## src/rtl/cpu_regfile_pkg.sv

```systemverilog
// Shared types and default sizes for the CPU general-purpose register file.
// Default (non-bypass) build leaves GPR_BYPASS_EN undefined.
package cpu_regfile_pkg;

    localparam int GPR_DATA_W   = 32;
    localparam int GPR_ADDR_W   = 5;
    localparam int GPR_LINK_REG = 31;

    typedef enum logic [1:0] {
        DST_RT   = 2'b00,
        DST_RD   = 2'b01,
        DST_LINK = 2'b10,
        DST_NONE = 2'b11
    } dst_sel_e;

    typedef enum logic {
        SCRUB = 1'b0,
        READY = 1'b1
    } scrub_state_e;

endpackage

```

## src/rtl/regfile_scoreboard.sv

```systemverilog
// Per-register pending bits for multi-cycle producers; a reserve beats a
// same-cycle clear so the newest producer owns the register.
module regfile_scoreboard #(
    parameter int ADDR_W        = 5,
    parameter int DEPTH         = 2**ADDR_W,
    parameter int HARDWIRE_ZERO = 1
) (
    input  logic              clk,
    input  logic              reset,
    input  logic              clr_en,
    input  logic [ADDR_W-1:0] clr_addr,
    input  logic              set_en,
    input  logic [ADDR_W-1:0] set_addr,
    input  logic [ADDR_W-1:0] rd_addr_a,
    input  logic [ADDR_W-1:0] rd_addr_b,
    output logic              busy_a,
    output logic              busy_b
);

    localparam logic [ADDR_W:0] DEPTH_X = (ADDR_W+1)'(DEPTH);

    logic [DEPTH-1:0] pending_q;
    logic [DEPTH-1:0] pending_d;

    // Indices at or above DEPTH never match a bit, so they are dropped here.
    generate
        for (genvar gi = 0; gi < DEPTH; gi++) begin : g_pend
            if (gi == 0 && HARDWIRE_ZERO != 0) begin : g_zero
                assign pending_d[gi] = 1'b0;
            end else begin : g_bit
                logic set_hit;
                logic clr_hit;
                assign set_hit = set_en && (set_addr == ADDR_W'(gi));
                assign clr_hit = clr_en && (clr_addr == ADDR_W'(gi));
                assign pending_d[gi] = set_hit | (pending_q[gi] & ~clr_hit);
            end
        end
    endgenerate

    always_ff @(posedge clk) begin
        if (reset) begin
            pending_q <= '0;
        end else begin
            pending_q <= pending_d;
        end
    end

    assign busy_a = ({1'b0, rd_addr_a} < DEPTH_X) ? pending_q[rd_addr_a] : 1'b0;
    assign busy_b = ({1'b0, rd_addr_b} < DEPTH_X) ? pending_q[rd_addr_b] : 1'b0;

endmodule

```

## src/rtl/gpr_file_sb.sv

```systemverilog
// 2R/1W register file with destination mux, pending scoreboard and post-reset scrub.
// Optional same-cycle write-to-read forwarding: define GPR_BYPASS_EN.
module gpr_file_sb
    import cpu_regfile_pkg::*;
#(
    parameter int DATA_W        = GPR_DATA_W,
    parameter int ADDR_W        = GPR_ADDR_W,
    parameter int DEPTH         = 2**ADDR_W,
    parameter int LINK_REG      = DEPTH-1,
    parameter int HARDWIRE_ZERO = 1
) (
    input  logic              clk,
    input  logic              reset,
    input  logic [ADDR_W-1:0] rs_addr,
    input  logic [ADDR_W-1:0] rt_addr,
    input  logic [ADDR_W-1:0] rd_addr,
    input  logic [1:0]        dst_sel,
    input  logic              wr_en,
    input  logic [DATA_W-1:0] wr_data,
    input  logic              rsv_en,
    input  logic [ADDR_W-1:0] rsv_addr,
    output logic [DATA_W-1:0] rd_data_a,
    output logic [DATA_W-1:0] rd_data_b,
    output logic              busy_a,
    output logic              busy_b,
    output logic              ready
);

    localparam logic [ADDR_W:0]   DEPTH_X  = (ADDR_W+1)'(DEPTH);
    localparam logic [ADDR_W-1:0] LAST_IDX = ADDR_W'(DEPTH-1);
    localparam logic [ADDR_W-1:0] LINK_IDX = ADDR_W'(LINK_REG);

    // True for an index that maps to a real, writable/readable entry.
    function automatic logic idx_live(input logic [ADDR_W-1:0] idx);
        return ({1'b0, idx} < DEPTH_X) && !(HARDWIRE_ZERO != 0 && idx == '0);
    endfunction

    scrub_state_e      state_q, state_d;
    logic [ADDR_W-1:0] scrub_idx_q, scrub_idx_d;

    logic [DATA_W-1:0] mem_q [DEPTH];

    logic [ADDR_W-1:0] wr_idx;
    logic              wr_sel_ok;
    logic              wr_fire;
    logic              rsv_fire;
    logic [DATA_W-1:0] arr_a, arr_b;
    logic              sb_busy_a, sb_busy_b;

    always_comb begin
        state_d     = state_q;
        scrub_idx_d = scrub_idx_q;
        if (state_q == SCRUB) begin
            scrub_idx_d = scrub_idx_q + 1'b1;
            if (scrub_idx_q == LAST_IDX) begin
                state_d     = READY;
                scrub_idx_d = '0;
            end
        end
    end

    always_ff @(posedge clk) begin
        if (reset) begin
            state_q     <= SCRUB;
            scrub_idx_q <= '0;
        end else begin
            state_q     <= state_d;
            scrub_idx_q <= scrub_idx_d;
        end
    end

    assign ready = (state_q == READY);

    always_comb begin
        wr_idx    = rt_addr;
        wr_sel_ok = 1'b1;
        case (dst_sel_e'(dst_sel))
            DST_RT:   wr_idx = rt_addr;
            DST_RD:   wr_idx = rd_addr;
            DST_LINK: wr_idx = LINK_IDX;
            default:  wr_sel_ok = 1'b0;
        endcase
    end

    assign wr_fire  = ready && wr_en && wr_sel_ok && idx_live(wr_idx);
    assign rsv_fire = ready && rsv_en;

    // Scrub owns the write port until the file is ready.
    always_ff @(posedge clk) begin
        if (state_q == SCRUB) begin
            mem_q[scrub_idx_q] <= '0;
        end else if (wr_fire) begin
            mem_q[wr_idx] <= wr_data;
        end
    end

    regfile_scoreboard #(
        .ADDR_W        (ADDR_W),
        .DEPTH         (DEPTH),
        .HARDWIRE_ZERO (HARDWIRE_ZERO)
    ) u_scoreboard (
        .clk       (clk),
        .reset     (reset),
        .clr_en    (wr_fire),
        .clr_addr  (wr_idx),
        .set_en    (rsv_fire),
        .set_addr  (rsv_addr),
        .rd_addr_a (rs_addr),
        .rd_addr_b (rt_addr),
        .busy_a    (sb_busy_a),
        .busy_b    (sb_busy_b)
    );

    assign arr_a = (ready && idx_live(rs_addr)) ? mem_q[rs_addr] : '0;
    assign arr_b = (ready && idx_live(rt_addr)) ? mem_q[rt_addr] : '0;

`ifdef GPR_BYPASS_EN
    logic byp_a, byp_b;
    assign byp_a = wr_fire && (wr_idx == rs_addr);
    assign byp_b = wr_fire && (wr_idx == rt_addr);

    assign rd_data_a = byp_a ? wr_data : arr_a;
    assign rd_data_b = byp_b ? wr_data : arr_b;
    // A forwarded value is not pending unless a new producer claims it now.
    assign busy_a = ready && (byp_a ? (rsv_en && rsv_addr == rs_addr) : sb_busy_a);
    assign busy_b = ready && (byp_b ? (rsv_en && rsv_addr == rt_addr) : sb_busy_b);
`else
    assign rd_data_a = arr_a;
    assign rd_data_b = arr_b;
    assign busy_a    = ready && sb_busy_a;
    assign busy_b    = ready && sb_busy_b;
`endif

endmodule

```

## config.mk

```make
export PLATFORM = sky130hd
export DESIGN_NAME = gpr_file_sb
export DESIGN_NICKNAME = d
export VERILOG_FILES = /design/src/rtl/cpu_regfile_pkg.sv /design/src/rtl/regfile_scoreboard.sv /design/src/rtl/gpr_file_sb.sv
export SDC_FILE = /design/constraint.sdc
export NUM_CORES = 1
export LEC_CHECK = 0
export ABC_CLOCK_PERIOD_IN_PS = 4390
export BUFFER_PORTS_ARGS = -buffer_cell sky130_fd_sc_hd__buf_2
export CORE_MARGIN = 2
export CORE_UTILIZATION = 45
export CTS_BUF_LIST = sky130_fd_sc_hd__clkbuf_8
export CTS_CLUSTER_SIZE = 28
export DETAILED_ROUTE_END_ITERATION = 16
export GPL_TIMING_DRIVEN = 0
export MAX_ROUTING_LAYER = met4
export PLACE_DENSITY = 0.73
export SLEW_MARGIN = 20
export SYNTH_ARGS = -nofsm -noshare
export SYNTH_HDL_FRONTEND = slang
export SYNTH_SLANG_ARGS = --single-unit
```

## constraint.sdc

```tcl
create_clock -name clk -period 4.39 [get_ports clk]
set_input_delay 0.439 -clock clk [delete_from_list [all_inputs] [get_ports clk]]
set_output_delay 0.439 -clock clk [all_outputs]
set_load 0.01 [all_outputs]
```

Yosys cells after proc, flatten, opt, wreduce, memory -nomap -nowiden
Memories as Yosys holds them, arrays and structs flattened.
Cells that the tools add are included.
Widths: inputs -> output; s select.
{"block": "word_totals", "ff_bits": 38, "ramBits": 1024, "in_bits": 58, "output_inout_bits": 67, "elab_cells": 263, "mem_count": 1}
{"memory": "mem_q", "words": 32, "word_bits": 32, "read_ports": 2, "rd_clocked_by_memory_dff": 0, "write_ports": 1, "line": "gpr_file_sb.sv:41", "source": "logic [DATA_W-1:0] mem_q [DEPTH];"}
{"block": "op_classes", "n_addsub": 1, "order_cmp": 2, "eq_ne": 65, "n_mux": 18, "bitwise_logic": 93, "reduce_logical": 79}
{"operator": "$eq 5x5->1 const B", "n": 33}
{"operator": "$mux 32", "n": 3}
{"operator": "$eq 5x4->1 const B", "n": 16}
{"operator": "$logic_and 1x1->1", "n": 70}
{"operator": "$eq 5x3->1 const B", "n": 8}
{"operator": "$reduce_or 32->1", "n": 1}
{"operator": "$and 1x1->1", "n": 31}
{"operator": "$not 1->1", "n": 31}
{"operator": "$or 1x1->1", "n": 31}
{"operator": "$eq 5x2->1 const B", "n": 4}
{"operator": "$logic_not 5->1", "n": 3}
{"operator": "$lt 5x6->1 const B", "n": 2}
{"operator": "$bmux 1 s5", "n": 2}
{"operator": "$eq 5x1->1 const B", "n": 2}
{"operator": "$mux 1", "n": 10}
{"operator": "$mux 5", "n": 2}
{"operator": "$pmux 5 s2", "n": 1}
{"operator": "$add 5x1->5 const B", "n": 1}
{"operator": "$logic_not 1->1", "n": 3}
{"operator": "$reduce_or 3->1", "n": 1}
{"operator": "$eq 2x1->1 const B", "n": 1}
{"operator": "$eq 2x2->1 const B", "n": 1}
{"operator": "$logic_not 2->1", "n": 1}

Longest topological paths before layout
{"block": "depth", "word_depth": 10, "ltp_mapped": 9, "depth_no_buf": 7}

By module
A second synthesis with hierarchy kept.
{"block": "unflattened", "hier_cells": 2559, "area_unflattened_um2": 49628.8}
{"mod": "gpr_file_sb", "n_inst": 1, "cells_per_inst": 2322, "area_per_inst_um2": 47782.1, "seq_area_each_um2": 30869.6}
{"mod": "regfile_scoreboard", "n_inst": 1, "cells_per_inst": 237, "area_per_inst_um2": 1846.8, "seq_area_each_um2": 620.6}

Least setup slack after synthesis
No wires, ideal clock.
{"block": "synth_path", "path_kind": "input-to-reg", "startpoint": "input dst_sel[0]", "endpoint": "memory mem_q[12][0] (netlist name), enable pin", "setup_ns": 0.461, "arrival_time_ns": 4.292, "t_required_ns": 3.929, "slack_ns": -0.363, "path_stages": 9, "n_path_buf": 2, "cell_sequence": "inv_1 -> ha_1 -> a211oi_1 -> a2bb2o_1 -> buf_2 -> nor4_4 -> a21oi_2 -> buf_2 -> nor3_1"}
{"block": "synth_via", "elab_chain_len": 10, "elab_cells_between_ends": 16, "classes_between": "2 x eq/ne; 7 x mux; 7 x reduce/logical"}
{"item": "start, declared", "line": "gpr_file_sb.sv:17", "source": "input logic [1:0] dst_sel,"}
{"item": "$eq 2x2->1, or another cell as far along", "line": "gpr_file_sb.sv:77", "source": "case (dst_sel_e'(dst_sel))"}
{"item": "$pmux 5 s2 / $reduce_or 3->1 (equally long branches)"}
{"item": "$logic_not 5->1 / $mux 1 (equally long branches)", "line": "gpr_file_sb.sv:35, gpr_file_sb.sv:77"}
{"item": "$logic_not 1->1 / $logic_and 1x1->1 (equally long branches)", "line": "gpr_file_sb.sv:35, gpr_file_sb.sv:85"}
{"item": "$logic_and 1x1->1", "line": "gpr_file_sb.sv:85", "source": "assign wr_fire = ready && wr_en && wr_sel_ok && idx_live(wr_idx);"}
{"item": "$mux 1", "line": "gpr_file_sb.sv:92", "source": "end else if (wr_fire) begin"}
{"item": "$mux 1", "line": "gpr_file_sb.sv:90", "source": "if (state_q == SCRUB) begin"}
{"item": "$mux 1 (implied by the code)", "line": "gpr_file_sb.sv:93", "source": "mem_q[wr_idx] <= wr_data;"}
{"item": "$reduce_or 32->1 (no source line)"}
{"item": "$mux 5 (no source line) / $mux 1 (equally long branches)"}
{"item": "end, declared", "line": "gpr_file_sb.sv:41"}
Parallel ways exist; a longest one is shown, timed or not.

Worst setup path in the final report
{"block": "layout_path", "startpoint": "input rt_addr[0]", "endpoint": "output rd_data_b[26]"}
{"block": "layout_via", "elab_chain_len": 4, "elab_cells_between_ends": 5, "classes_between": "1 x mux; 3 x reduce/logical; 1 x memory"}
{"item": "start, declared", "line": "gpr_file_sb.sv:15", "source": "input logic [ADDR_W-1:0] rt_addr,"}
{"item": "branches (longest 3 deep; another with $mem_v2 32x32)"}
{"item": "$mux 32 *", "line": "gpr_file_sb.sv:115", "source": "assign arr_b = (ready && idx_live(rt_addr)) ? mem_q[rt_addr] : '0;"}
{"item": "end, declared", "line": "gpr_file_sb.sv:23", "source": "output logic [DATA_W-1:0] rd_data_b,"}
Mark *: on every way between the ends.

==> results_dict.tcl <==
set metrics [dict create \
    status "complete, no violations" \
    crit_path_frequent_cell "buf_2" \
    h-tree-depth 4 \
    hpwl_um 115600 \
    hold_violations 0 \
    syn_to_final_growth_pct 14.59 \
    rr_endpoint "mem_q[21][13]" \
    crit_arrival_ps 3880 \
    dp_slack_ps -124.2 \
    grt_pass1_wl_um 226800 \
    tightest_slew_ps 1250 \
    initial_core_util 0.4536 \
    grt_use_total 0.2920 \
    drt_iter0_drc 4957 \
    placed_area_um2 54190 \
    hp-class "in -> reg" \
    cts_made_buffers 172 \
    power.leakage_uw 0.02087 \
    max_stage_delay_ps 670 \
    root_buffer "clkbuf_8" \
    firstDrtPassIters 8 \
    worstSetupStartpointType "primary input" \
    setup_violations 0 \
    die_w_um 337.8 \
    cts_tree "built" \
    ios 125 \
    cp_max_fo 10 \
    synth-seq-cells 1061 \
    clockBufferDepth 3 \
    core_area_um2 110500 \
    synth_warnings 0 \
    hp-start "rsv_en" \
    synth-edff-count 1024 \
    remaining_drc_errors 0 \
    clk_latency_ps 890 \
    seq_area_frac_synth 0.6281 \
    die_y_um 337.8 \
    wl_um 160600 \
    critical_path.top_delay_family "buffers and inverters" \
    period_minus_slack_ps 4316 \
    routed_via_density 6.706 \
    dieArea_um2 114100 \
    cp_num_buf_inv 5 \
    peakVddDrop_uv 215.9 \
    antenna_left 0 \
    drv_cap 0 \
    synthFlopType "edfxtp_1" \
    skew_ps 39.09 \
    antenna_found_initial 3 \
    max_clock_freq_mhz 231.7 \
    rows 122 \
    synthesis.nets 2821 \
    r2r_slack_ps 1010 \
    r2r_cells 8 \
    p_per_area_nw_per_um2 359.9 \
    drt-wirelength-per-cell_um 33.36 \
    cp_slowest_cell "a221oi_1" \
    synth.avg_cell_area_um2 18.18 \
    yosysUniqueCellTypes 55 \
    worst-setup-path-type "in -> out" \
    layout-drive-gt1-share 0.3349 \
    dp_cells 4489 \
    drv_slew 0 \
    post-route-period-util 0.9830 \
    grt-ovfl-total 0 \
    netlist_instances 2757 \
    holdPathStages 5 \
    max_slew_margin 0.1664 \
    path_cells "buf_2 > buf_4 > buf_4 > nor4_1 > nor3_2 > buf_2 > a21oi_1 > a221oi_1 > buf_2" \
    final_nets 3244 \
    setup_ws_ps 74.42 \
    endpoint_kind "output port" \
    setup_tns_ps 0 \
    dr_total_vias 32280 \
    finalNonFillerCells 4813 \
    path_clk_slew_ps 60 \
    postCtsSetupBuffers 0 \
    design_power_total_uw 20680 \
    grt_pass1_vias 31890 \
    hold-path-endpoint "u_scoreboard.pending_q[20]" \
    netlist_area_um2 50130 \
    rsz0062_at_grt "no" \
    numPortBuffers 118 \
    place_congestion 1.003 \
    rr_startpoint "ready" \
    async_reset_ff_frac 0 \
    grt_start_max_net_pins 33 \
    required_ps 3950 \
    final_cell_area_um2 57450 \
    cts_num_sinks 1061 \
]
layout make-up:
type,count,area (um^2)
Clock inverter,138,706.9
Sequential cell,1061,31490
Multi-Input combinational cell,1471,17980
Fill cell,8898,53070
Clock buffer,176,2422
Buffer,220,984.7
Timing Repair Buffer,249,1968
Inverter,5,18.77
Tap cell,1488,1862
Antenna cell,5,12.51
worst min-delay path: stages:
cell and delay, ps:
buf_2 110, nand3b_1 130, nor2_1 100, nand2_1 60, a21oi_1 50
through the flow:
step           utilization  hold slack, ps
6_report            0.5198           65.13
4_1_cts             0.5194           18.06
2_1_floorplan            -           457.7
3_3_place_gp        0.4763           482.5
3_5_place_dp        0.4903           484.6
5_1_grt             0.5197           77.69
power by group:
part	total [uW]	internal (uW)	leakage (uW)	switching (uW)
clock	7960	3880	0.00181	4080
combinational	1620	625	0.00789	993
sequential	11100	11100	0.0112	43.6
cell usage after synthesis (4+ instances only):
| cell | instances | area, um^2 |
|---|---|---|
| edfxtp_1 | 1024 | 30750 |
| mux4_2 | 434 | 9774 |
| mux2i_1 | 321 | 3213 |
| clkbuf_1 | 105 | 394.1 |
| nand2_1 | 97 | 364.1 |
| buf_2 | 95 | 475.5 |
| nor2_1 | 58 | 217.7 |
| a21oi_1 | 52 | 260.3 |
| nor2b_1 | 42 | 262.8 |
| a211oi_1 | 38 | 285.3 |
| and2_1 | 38 | 237.7 |
| dfxtp_1 | 37 | 740.7 |
| nor3_1 | 37 | 185.2 |
| a221oi_1 | 36 | 315.3 |
| mux2_2 | 35 | 394.1 |
| o221ai_1 | 33 | 289.0 |
| o21ai_0 | 32 | 160.2 |
| o22a_1 | 32 | 280.3 |
| a31oi_1 | 29 | 181.4 |
| a22oi_1 | 28 | 210.2 |
| a311oi_1 | 28 | 245.2 |
| o211ai_1 | 27 | 202.7 |
| buf_1 | 14 | 52.55 |
| nand3_1 | 13 | 65.06 |
| buf_4 | 6 | 45.04 |
| ha_1 | 6 | 75.07 |
| nand2b_1 | 6 | 37.54 |
| inv_1 | 5 | 18.77 |
| nand4_1 | 5 | 31.28 |
| a221o_1 | 4 | 40.04 |
| and3_1 | 4 | 25.02 |
| nand3b_1 | 4 | 30.03 |
worst max path at each step:
stage | from | to | slack, ps | cells past startpoint
floorplan | dst_sel[0] | mem_q[12][0] | -360 | 9
global placement | dst_sel[0] | mem_q[30][22] | -4230 | 9
detailed placement | rt_addr[0] | rd_data_b[18] | -120 | 9
CTS | rt_addr[1] | rd_data_b[30] | 50 | 9
global route | ready | rd_data_b[26] | 9 | 6
finish | rt_addr[0] | rd_data_b[26] | 70 | 9
metal layers:
layer	routed length (um)	part of all wire	vias to the layer above	global-route usage
met2	74030	0.46	2572	0.4378
li1	-	-	12640	-
met4	9511	0.059	0	0.1517
met1	56840	0.35	16590	0.3697
met5	0	0	-	-
met3	20170	0.13	477	0.07328
timing repair:
item,in CTS,in global routing
endpoints found under the setup margin,48,0
gates resized for setup,10,0
hold endpoints to repair,20,0
hold buffers,5,0
flip-flops by register name, summed over array words and instances (netlist names):
register / count
mem_q: 1024
ready: 1
u_scoreboard.pending_q: 31
scrub_idx_q: 5
cells by family (layout without fill, tap and decap cells):
kind of cell | count (synthesis) | count (layout) | share of synthesized area
AOI/OAI and AO/OA | 362 | 362 | 0.05306
adders and majority gates | 6 | 6 | 0.001497
buffers and inverters | 225 | 788 | 0.01967
DFF | 1061 | 1061 | 0.6281
muxes | 790 | 790 | 0.2669
other | 0 | 5 | 0
and+or+nand+nor | 313 | 313 | 0.03072
layout by cell type, fill, tap and decap left out, types with 28 or more instances in the layout:
cell type and count:
edfxtp_1 1024, mux4_2 434, mux2i_1 321, buf_2 213, clkbuf_8 176, clkbuf_1 97
nand2_1 96, buf_4 79, inv_1 60, nor2_1 54, a21oi_1 50, clkinv_1 45
nor2b_1 42, a211oi_1 38, dfxtp_1 37, mux2_2 35, a221oi_1 33, o22a_1 32
o221ai_1 32, o21ai_0 32, and2_2 29, a311oi_1 28, a31oi_1 28
No activity file was read; power rests on OpenSTA's default activity.
